<file path="config.mk">
export PLATFORM = sky130hd
export DESIGN_NAME = multicycle_controller_flat
export DESIGN_NICKNAME = d
export VERILOG_FILES = /design/src/rtl/multicycle_controller_if.sv /design/src/rtl/multicycle_controller.sv /design/src/flat_wrapper.sv
export SDC_FILE = /design/constraint.sdc
export NUM_CORES = 1
export LEC_CHECK = 0
export CORE_MARGIN = 2
export CORE_UTILIZATION = 29
export CTS_CLUSTER_SIZE = 40
export DETAILED_ROUTE_END_ITERATION = 7
export PLACE_DENSITY = 0.54
export SKIP_LAST_GASP = 1
export SYNTH_ARGS = -nofsm -noshare
export SYNTH_HDL_FRONTEND = slang
export SYNTH_SLANG_ARGS = --single-unit
export TNS_END_PERCENT = 100
</file>
<file path="constraint.sdc">
create_clock -name clk -period 2.11 [get_ports clk]
set_input_delay 0.211 -clock clk [delete_from_list [all_inputs] [get_ports clk]]
set_output_delay 0.211 -clock clk [all_outputs]
set_load 0.01 [all_outputs]
</file>
<file path="src/rtl/multicycle_controller_if.sv">
// ============================================================================
// Module      : multicycle_controller_if
// Description : Single-port memory request/ready handshake shared by
//               instruction fetch and data access.
// Revision    : 1.0 - initial release
// ============================================================================
`default_nettype none

interface multicycle_controller_if;
    logic mem_req;
    logic mem_ready;
    logic IorD;
    logic MemRead;
    logic MemWrite;

    modport master (
        output mem_req,
        output IorD,
        output MemRead,
        output MemWrite,
        input  mem_ready
    );

    modport slave (
        input  mem_req,
        input  IorD,
        input  MemRead,
        input  MemWrite,
        output mem_ready
    );
endinterface

`default_nettype wire

</file>
<file path="src/rtl/multicycle_controller.sv">
// ============================================================================
// Module      : multicycle_controller
// Description : FETCH/DECODE/EXEC/MEM/WB sequencer for the multi-cycle RV32I
//               core with trap handling and a retired-instruction counter.
// Revision    : 1.0 - initial release
// ============================================================================
`default_nettype none

module multicycle_controller #(
    parameter int MEM_TIMEOUT = 16,
    parameter int CNT_W       = 32
) (
    input  wire logic               clk,
    input  wire logic               rst_n,
    multicycle_controller_if.master mem,
    input  wire logic [6:0]         Opcode,
    output logic                    IRWrite,
    output logic                    PCWrite,
    output logic                    Branch,
    output logic                    ALUSrc,
    output logic [2:0]              ALUOp,
    output logic                    RegWrite,
    output logic                    MemtoReg,
    output logic                    trap,
    output logic [1:0]              trap_cause,
    output logic [CNT_W-1:0]        instret
);

    localparam logic [6:0] c_OP_R     = 7'b0110011;
    localparam logic [6:0] c_OP_I     = 7'b0010011;
    localparam logic [6:0] c_OP_LW    = 7'b0000011;
    localparam logic [6:0] c_OP_SW    = 7'b0100011;
    localparam logic [6:0] c_OP_BR    = 7'b1100011;
    localparam logic [6:0] c_OP_JAL   = 7'b1101111;
    localparam logic [6:0] c_OP_JALR  = 7'b1100111;
    localparam logic [6:0] c_OP_LUI   = 7'b0110111;
    localparam logic [6:0] c_OP_AUIPC = 7'b0010111;

    localparam int               c_TO_W    = $clog2(MEM_TIMEOUT + 1);
    localparam logic [c_TO_W-1:0] c_TO_LAST = c_TO_W'(MEM_TIMEOUT - 1);

    localparam logic [1:0] c_CAUSE_ILLEGAL = 2'b01;
    localparam logic [1:0] c_CAUSE_TIMEOUT = 2'b10;

    typedef enum logic [2:0] {
        S_FETCH  = 3'd0,
        S_DECODE = 3'd1,
        S_EXEC   = 3'd2,
        S_MEM    = 3'd3,
        S_WB     = 3'd4,
        S_TRAP   = 3'd5
    } state_t;

    state_t              r_state;
    state_t              w_next;
    logic [6:0]          r_op;
    logic [c_TO_W-1:0]   r_to_cnt;
    logic [CNT_W-1:0]    r_instret;
    logic                r_trap;
    logic [1:0]          r_cause;

    logic                w_mem_req;
    logic                w_iord;
    logic                w_mrd;
    logic                w_mwr;
    logic                w_irw;
    logic                w_pcw;
    logic                w_br;
    logic                w_asrc;
    logic [2:0]          w_aop;
    logic                w_rw;
    logic                w_m2r;
    logic                w_trap_set;
    logic [1:0]          w_cause;
    logic                w_wait;
    logic                w_expire;
    logic [2:0]          w_aop_dec;
    logic                w_src_dec;
    logic                w_is_lw;
    logic                w_is_sw;
    logic                w_is_jump;

    function automatic logic f_legal(input logic [6:0] op);
        case (op)
            c_OP_R, c_OP_I, c_OP_LW, c_OP_SW, c_OP_BR,
            c_OP_JAL, c_OP_JALR, c_OP_LUI, c_OP_AUIPC: f_legal = 1'b1;
            default:                                   f_legal = 1'b0;
        endcase
    endfunction

    always_comb begin
        w_aop_dec = 3'b000;
        case (r_op)
            c_OP_R:               w_aop_dec = 3'b000;
            c_OP_SW:              w_aop_dec = 3'b001;
            c_OP_I:               w_aop_dec = 3'b010;
            c_OP_LW:              w_aop_dec = 3'b011;
            c_OP_BR:              w_aop_dec = 3'b100;
            c_OP_AUIPC, c_OP_LUI: w_aop_dec = 3'b101;
            c_OP_JAL:             w_aop_dec = 3'b110;
            c_OP_JALR:            w_aop_dec = 3'b111;
            default:              w_aop_dec = 3'b000;
        endcase
    end

    assign w_src_dec = !((r_op == c_OP_R) || (r_op == c_OP_BR));
    assign w_is_lw   = (r_op == c_OP_LW);
    assign w_is_sw   = (r_op == c_OP_SW);
    assign w_is_jump = (r_op == c_OP_JAL) || (r_op == c_OP_JALR);

    // The timeout watchdog only sees cycles where a request is outstanding.
    assign w_wait   = w_mem_req && !mem.mem_ready;
    assign w_expire = w_wait && (r_to_cnt == c_TO_LAST);

    always_comb begin
        w_next     = r_state;
        w_mem_req  = 1'b0;
        w_iord     = 1'b0;
        w_mrd      = 1'b0;
        w_mwr      = 1'b0;
        w_irw      = 1'b0;
        w_pcw      = 1'b0;
        w_br       = 1'b0;
        w_asrc     = 1'b0;
        w_aop      = 3'b000;
        w_rw       = 1'b0;
        w_m2r      = 1'b0;
        w_trap_set = 1'b0;
        w_cause    = 2'b00;

        case (r_state)
            S_FETCH: begin
                w_mem_req = 1'b1;
                w_mrd     = 1'b1;
                if (mem.mem_ready) begin
                    w_irw  = 1'b1;
                    w_next = S_DECODE;
                end else if (w_expire) begin
                    w_trap_set = 1'b1;
                    w_cause    = c_CAUSE_TIMEOUT;
                    w_next     = S_TRAP;
                end
            end

            S_DECODE: begin
                if (!f_legal(Opcode)) begin
                    w_trap_set = 1'b1;
                    w_cause    = c_CAUSE_ILLEGAL;
                    w_next     = S_TRAP;
                end else begin
                    w_next = S_EXEC;
                end
            end

            S_EXEC: begin
                w_asrc = w_src_dec;
                w_aop  = w_aop_dec;
                w_br   = (r_op == c_OP_BR) || w_is_jump;
                if (r_op == c_OP_BR) begin
                    w_pcw  = 1'b1;
                    w_next = S_FETCH;
                end else if (w_is_lw || w_is_sw) begin
                    w_next = S_MEM;
                end else begin
                    w_next = S_WB;
                end
            end

            S_MEM: begin
                w_mem_req = 1'b1;
                w_iord    = 1'b1;
                w_mrd     = w_is_lw;
                w_mwr     = w_is_sw;
                w_asrc    = w_src_dec;
                w_aop     = w_aop_dec;
                if (mem.mem_ready) begin
                    if (w_is_lw) begin
                        w_next = S_WB;
                    end else begin
                        // Stores retire on completion; gating on ready keeps PCWrite to one pulse.
                        w_pcw  = 1'b1;
                        w_next = S_FETCH;
                    end
                end else if (w_expire) begin
                    w_trap_set = 1'b1;
                    w_cause    = c_CAUSE_TIMEOUT;
                    w_next     = S_TRAP;
                end
            end

            S_WB: begin
                w_rw   = 1'b1;
                w_m2r  = w_is_lw;
                w_pcw  = 1'b1;
                w_br   = w_is_jump;
                w_asrc = w_src_dec;
                w_aop  = w_aop_dec;
                w_next = S_FETCH;
            end

            S_TRAP: begin
                w_next = S_TRAP;
            end

            default: begin
                w_next = S_FETCH;
            end
        endcase
    end

    always_ff @(posedge clk or negedge rst_n) begin
        if (!rst_n) begin
            r_state   <= S_FETCH;
            r_op      <= 7'd0;
            r_to_cnt  <= '0;
            r_instret <= '0;
            r_trap    <= 1'b0;
            r_cause   <= 2'b00;
        end else begin
            r_state <= w_next;
            if (r_state == S_DECODE) begin
                r_op <= Opcode;
            end
            r_to_cnt <= (w_wait && !w_expire) ? r_to_cnt + 1'b1 : '0;
            if (w_pcw) begin
                r_instret <= r_instret + 1'b1;
            end
            if (w_trap_set) begin
                r_trap  <= 1'b1;
                r_cause <= w_cause;
            end
        end
    end

    // Outputs are forced low while reset is held so FETCH does not request early.
    assign mem.mem_req  = rst_n & w_mem_req;
    assign mem.IorD     = rst_n & w_iord;
    assign mem.MemRead  = rst_n & w_mrd;
    assign mem.MemWrite = rst_n & w_mwr;
    assign IRWrite      = rst_n & w_irw;
    assign PCWrite      = rst_n & w_pcw;
    assign Branch       = rst_n & w_br;
    assign ALUSrc       = rst_n & w_asrc;
    assign ALUOp        = {3{rst_n}} & w_aop;
    assign RegWrite     = rst_n & w_rw;
    assign MemtoReg     = rst_n & w_m2r;
    assign trap         = r_trap;
    assign trap_cause   = r_cause;
    assign instret      = r_instret;

endmodule

`default_nettype wire

</file>
<file path="src/flat_wrapper.sv">
// flat-port wrapper written by rule: the top's interface ports become plain ports
module multicycle_controller_flat 
#(
    parameter int MEM_TIMEOUT = 16,
    parameter int CNT_W       = 32
)
  (clk, rst_n, Opcode, IRWrite, PCWrite, Branch, ALUSrc, ALUOp, RegWrite, MemtoReg, trap, trap_cause, instret, mem_mem_req, mem_IorD, mem_MemRead, mem_MemWrite, mem_mem_ready);
  multicycle_controller_if mem_i ();
  input  wire logic clk;
  input  wire logic rst_n;
  input  wire logic [6:0] Opcode;
  output logic IRWrite;
  output logic PCWrite;
  output logic Branch;
  output logic ALUSrc;
  output logic [2:0] ALUOp;
  output logic RegWrite;
  output logic MemtoReg;
  output logic trap;
  output logic [1:0] trap_cause;
  output logic [CNT_W-1:0] instret;
  output wire logic [$bits(mem_i.mem_req)-1:0] mem_mem_req;
  output wire logic [$bits(mem_i.IorD)-1:0] mem_IorD;
  output wire logic [$bits(mem_i.MemRead)-1:0] mem_MemRead;
  output wire logic [$bits(mem_i.MemWrite)-1:0] mem_MemWrite;
  input wire logic [$bits(mem_i.mem_ready)-1:0] mem_mem_ready;
  assign mem_mem_req = mem_i.mem_req;
  assign mem_IorD = mem_i.IorD;
  assign mem_MemRead = mem_i.MemRead;
  assign mem_MemWrite = mem_i.MemWrite;
  assign mem_i.mem_ready = mem_mem_ready;
  multicycle_controller #(.MEM_TIMEOUT(MEM_TIMEOUT), .CNT_W(CNT_W)) u_core (.clk(clk), .rst_n(rst_n), .mem(mem_i), .Opcode(Opcode), .IRWrite(IRWrite), .PCWrite(PCWrite), .Branch(Branch), .ALUSrc(ALUSrc), .ALUOp(ALUOp), .RegWrite(RegWrite), .MemtoReg(MemtoReg), .trap(trap), .trap_cause(trap_cause), .instret(instret));
endmodule
</file>
==> impl_metrics.json <==
{
  "status": "complete, no violations",
  "worstSetupEndpoint": "PCWrite",
  "synth_edf_count": 0,
  "cp_max_fo": 6,
  "power.share.sequential_pct": 39.8,
  "crit_start": "u_core.r_op[3]",
  "grt_usage_pct": 13.0,
  "criticalPathCategory": "reg -> out",
  "die_w_um": 99.0,
  "cts_sinks": 50,
  "max_clock_freq_mhz": 487,
  "leakage_nw": 1.49,
  "busiest_layer": "met2",
  "p_int_w": 0.00203,
  "rsz0062_at_grt": "yes",
  "area_delta_synth_final_pct": 37.1,
  "worstPathArrival_ns": 1.84,
  "grt_max_degree": 25,
  "synth_ff_type": "dfrtp_1",
  "coreArea_sq_um": 8720,
  "layout_common_cells": "dfrtp_1 (50), clkdlybuf4s50_1 (45), xnor2_1 (28)",
  "synth_area_sq_um": 2620,
  "dp_hpwl_um": 4470,
  "drv_slew": 0,
  "max_cap_violations": 0,
  "ys_warn_count": 0,
  "hold_path.class": "reg -> reg",
  "dieHeight_um": 99.0,
  "synth-seq-area-share_pct": 47.8,
  "final_area_sq_um": 3590,
  "ys_seq_elements": 50,
  "finalCritPeriodShare_pct": 97.2,
  "maxSlewHeadroom_pct": 63.7,
  "finClkSkew_ns": 0.0108,
  "via_per_inst": 4.75,
  "r2r_start": "u_core.r_op[3]",
  "ant_nets": 0,
  "grt_pass1_vias": 2119,
  "vias": 2099,
  "clockBufferDepth": 2,
  "fill_cells": 860,
  "hold_slack_ns": 0.464,
  "core.rowCount": 34,
  "tightest_slew_ns": 0.537,
  "hold_depth": 1,
  "met3_usage_pct": 2.27,
  "r2r_slack_ns": 0.19,
  "netlist.area_leader.share_pct": 47.8,
  "totalWireLength_um": 6010,
  "insertedDiodeCount": 0,
  "irDropWorstVdd_uv": 499,
  "finalHoldViolCount": 0,
  "yosys-top-cells-area": "dfrtp_1 (48%), xnor2_1 (9.4%), nand3_1 (3.2%), mux2_2 (3.0%), nand2_1 (3.0%)",
  "worstRegToRegCells": 7,
  "power_density_nw_per_um2": 894,
  "power.switching_w": 0.00118,
  "p_comb_share_pct": 41.8,
  "clock_latency_ns": 0.31,
  "start_kind": "flip-flop",
  "cts_tree": "done",
  "port_buffers": 57,
  "dpl_cell_area_sq_um": 3430,
  "clk_pin_slew_ns": 0.10,
  "grtUsageMet1_pct": 18.4,
  "synth_area_per_cell_sq_um": 10.5,
  "nNetsFinal": 346,
  "cp-end-kind": "primary output",
  "drc": 0,
  "gp_congestion": 0.807,
  "final_layout_size_suffix_gt1_share_pct": 18.9,
  "synth_fp_nets": 263,
  "period_needed_ns": 2.05,
  "clock_tree.root_cell": "clkbuf_8",
  "start_util_pct": 30.0,
  "dieArea_sq_um": 9810,
  "layout_commonest_cell": "dfrtp_1",
  "synth.largest_area_cell": "dfrtp_1",
  "r2r_end": "u_core.instret[19]",
  "htreeDepth": 2,
  "ios": 58,
  "grt_pass1_wl_um": 10400,
  "synth-async-reset-ratio_pct": 100,
  "netlist_instances": 250,
  "grt_antenna_before_repair": 0,
  "cts_buffers": 5,
  "ys_types": 49,
  "power_w": 0.00321,
  "setup-violations-final": 0,
  "p_sw_share_pct": 36.6,
  "first_pass_iters": 4,
  "met2_usage_pct": 20.4,
  "clkPwrFrac_pct": 18.5,
  "drtIter0Drc": 39,
  "wire_per_inst_um": 13.6,
  "grt-ovfl-total": 0,
  "worstPathRequired_ns": 1.90
}
-- power by group through the flow --
stage          clock [W]  combinational, W  sequential (W)
6_report        0.000592           0.00134         0.00128
5_1_grt         0.000670           0.00148         0.00131
3_3_place_gp           0           0.00128         0.00129
3_5_place_dp           0           0.00129         0.00129
4_1_cts         0.000628           0.00133         0.00128
2_1_floorplan          0          0.000723         0.00130
-- synth_stat cells, drive strengths merged (2+ instances only) --
cell type / n
dfrtp: 50
xnor2: 28
nand2: 21
nor2: 18
nand3: 17
and3: 12
nand4: 12
inv: 8
mux2: 7
nor3: 7
o21ai: 7
xor2: 6
nand2b: 5
a21oi: 4
a31oi: 4
buf: 4
nor2b: 4
a22oi: 3
and2: 3
clkbuf: 3
ha: 3
a21o: 2
a2bb2oi: 2
nor4: 2
nor4b: 2
o22ai: 2
o2bb2ai: 2
-- worst min-delay path by stage --
stage,start,endpoint,slack [ns]
after floorplan,rst_n,u_core.instret[0],-0.08
after global placement,rst_n,u_core.r_op[6],0.08
after detailed placement,rst_n,u_core.r_op[6],0.08
after CTS,rst_n,u_core.r_op[5],0.45
after global routing,u_core.r_to_cnt[0],u_core.r_to_cnt[0],0.49
final,u_core.r_to_cnt[0],u_core.r_to_cnt[0],0.46
-- metal layers --
metal,part of all wire [%],vias to the layer above
li1,-,1049
met1,50,1016
met2,47,27
met3,2.1,7
met4,1.2,0
met5,0,-
-- sequential cells by signal, summed over array words and instances (netlist names) --
signal             flops
u_core.r_state         3
u_core.r_to_cnt        5
u_core.trap_cause      2
u_core.trap            1
u_core.instret        32
u_core.r_op            7
-- kinds of logic (layout without fill, tap and decap cells) --
family	Yosys count	in the layout	synth area share, %
AOI/OAI and AO/OA	30	30	8.60
xor gates and xnor gates	34	34	11.4
muxes	7	7	3.01
DFF	50	50	47.8
buffers and inverters	15	99	2.91
adders and majority gates	3	3	1.43
and+or+nand+nor	111	111	24.9
-- metrics by stage --
stage                     setup slack, ns  utilization [%]  cells  TNS [ns]
after floorplan                     0.440                -    250         0
after global placement             0.0393             39.3    429         0
after detailed placement          -0.0131             39.3    429   -0.0131
after CTS                          0.0357             41.0    441         0
after global routing              -0.0738             41.2    442   -0.0738
final                              0.0582             41.2    442         0
-- what timing repair did --
action                                 4_1_cts  5_1_grt
resized for setup                           17        7
setup endpoints to repair                   12       13
buffers inserted                             2        1
hold buffers                                 2        0
pin swaps                                    2        1
endpoints found under the hold margin        5        0
-- final cells by class --
cell class              count  area, sq um  share of cell area [%]
clock inverters             3         26.3                   0.732
inverters                   8         30.0                   0.837
flip-flops and latches     50         1250                    34.9
well taps                 108          135                    3.76
multi-input cells         185         1330                    37.2
clock buffers               5         68.8                    1.92
repair buffers             83          744                    20.7
-- critical path, cell delays in order (launching register included) --
cell and delay [ns]:
dfrtp_1 0.40, and4bb_2 0.31, buf_4 0.14, a21oi_2 0.06
o21bai_1 0.18, and2_1 0.16, dlygate4sd2_1 0.28
No activity file was read; power rests on OpenSTA's default activity.
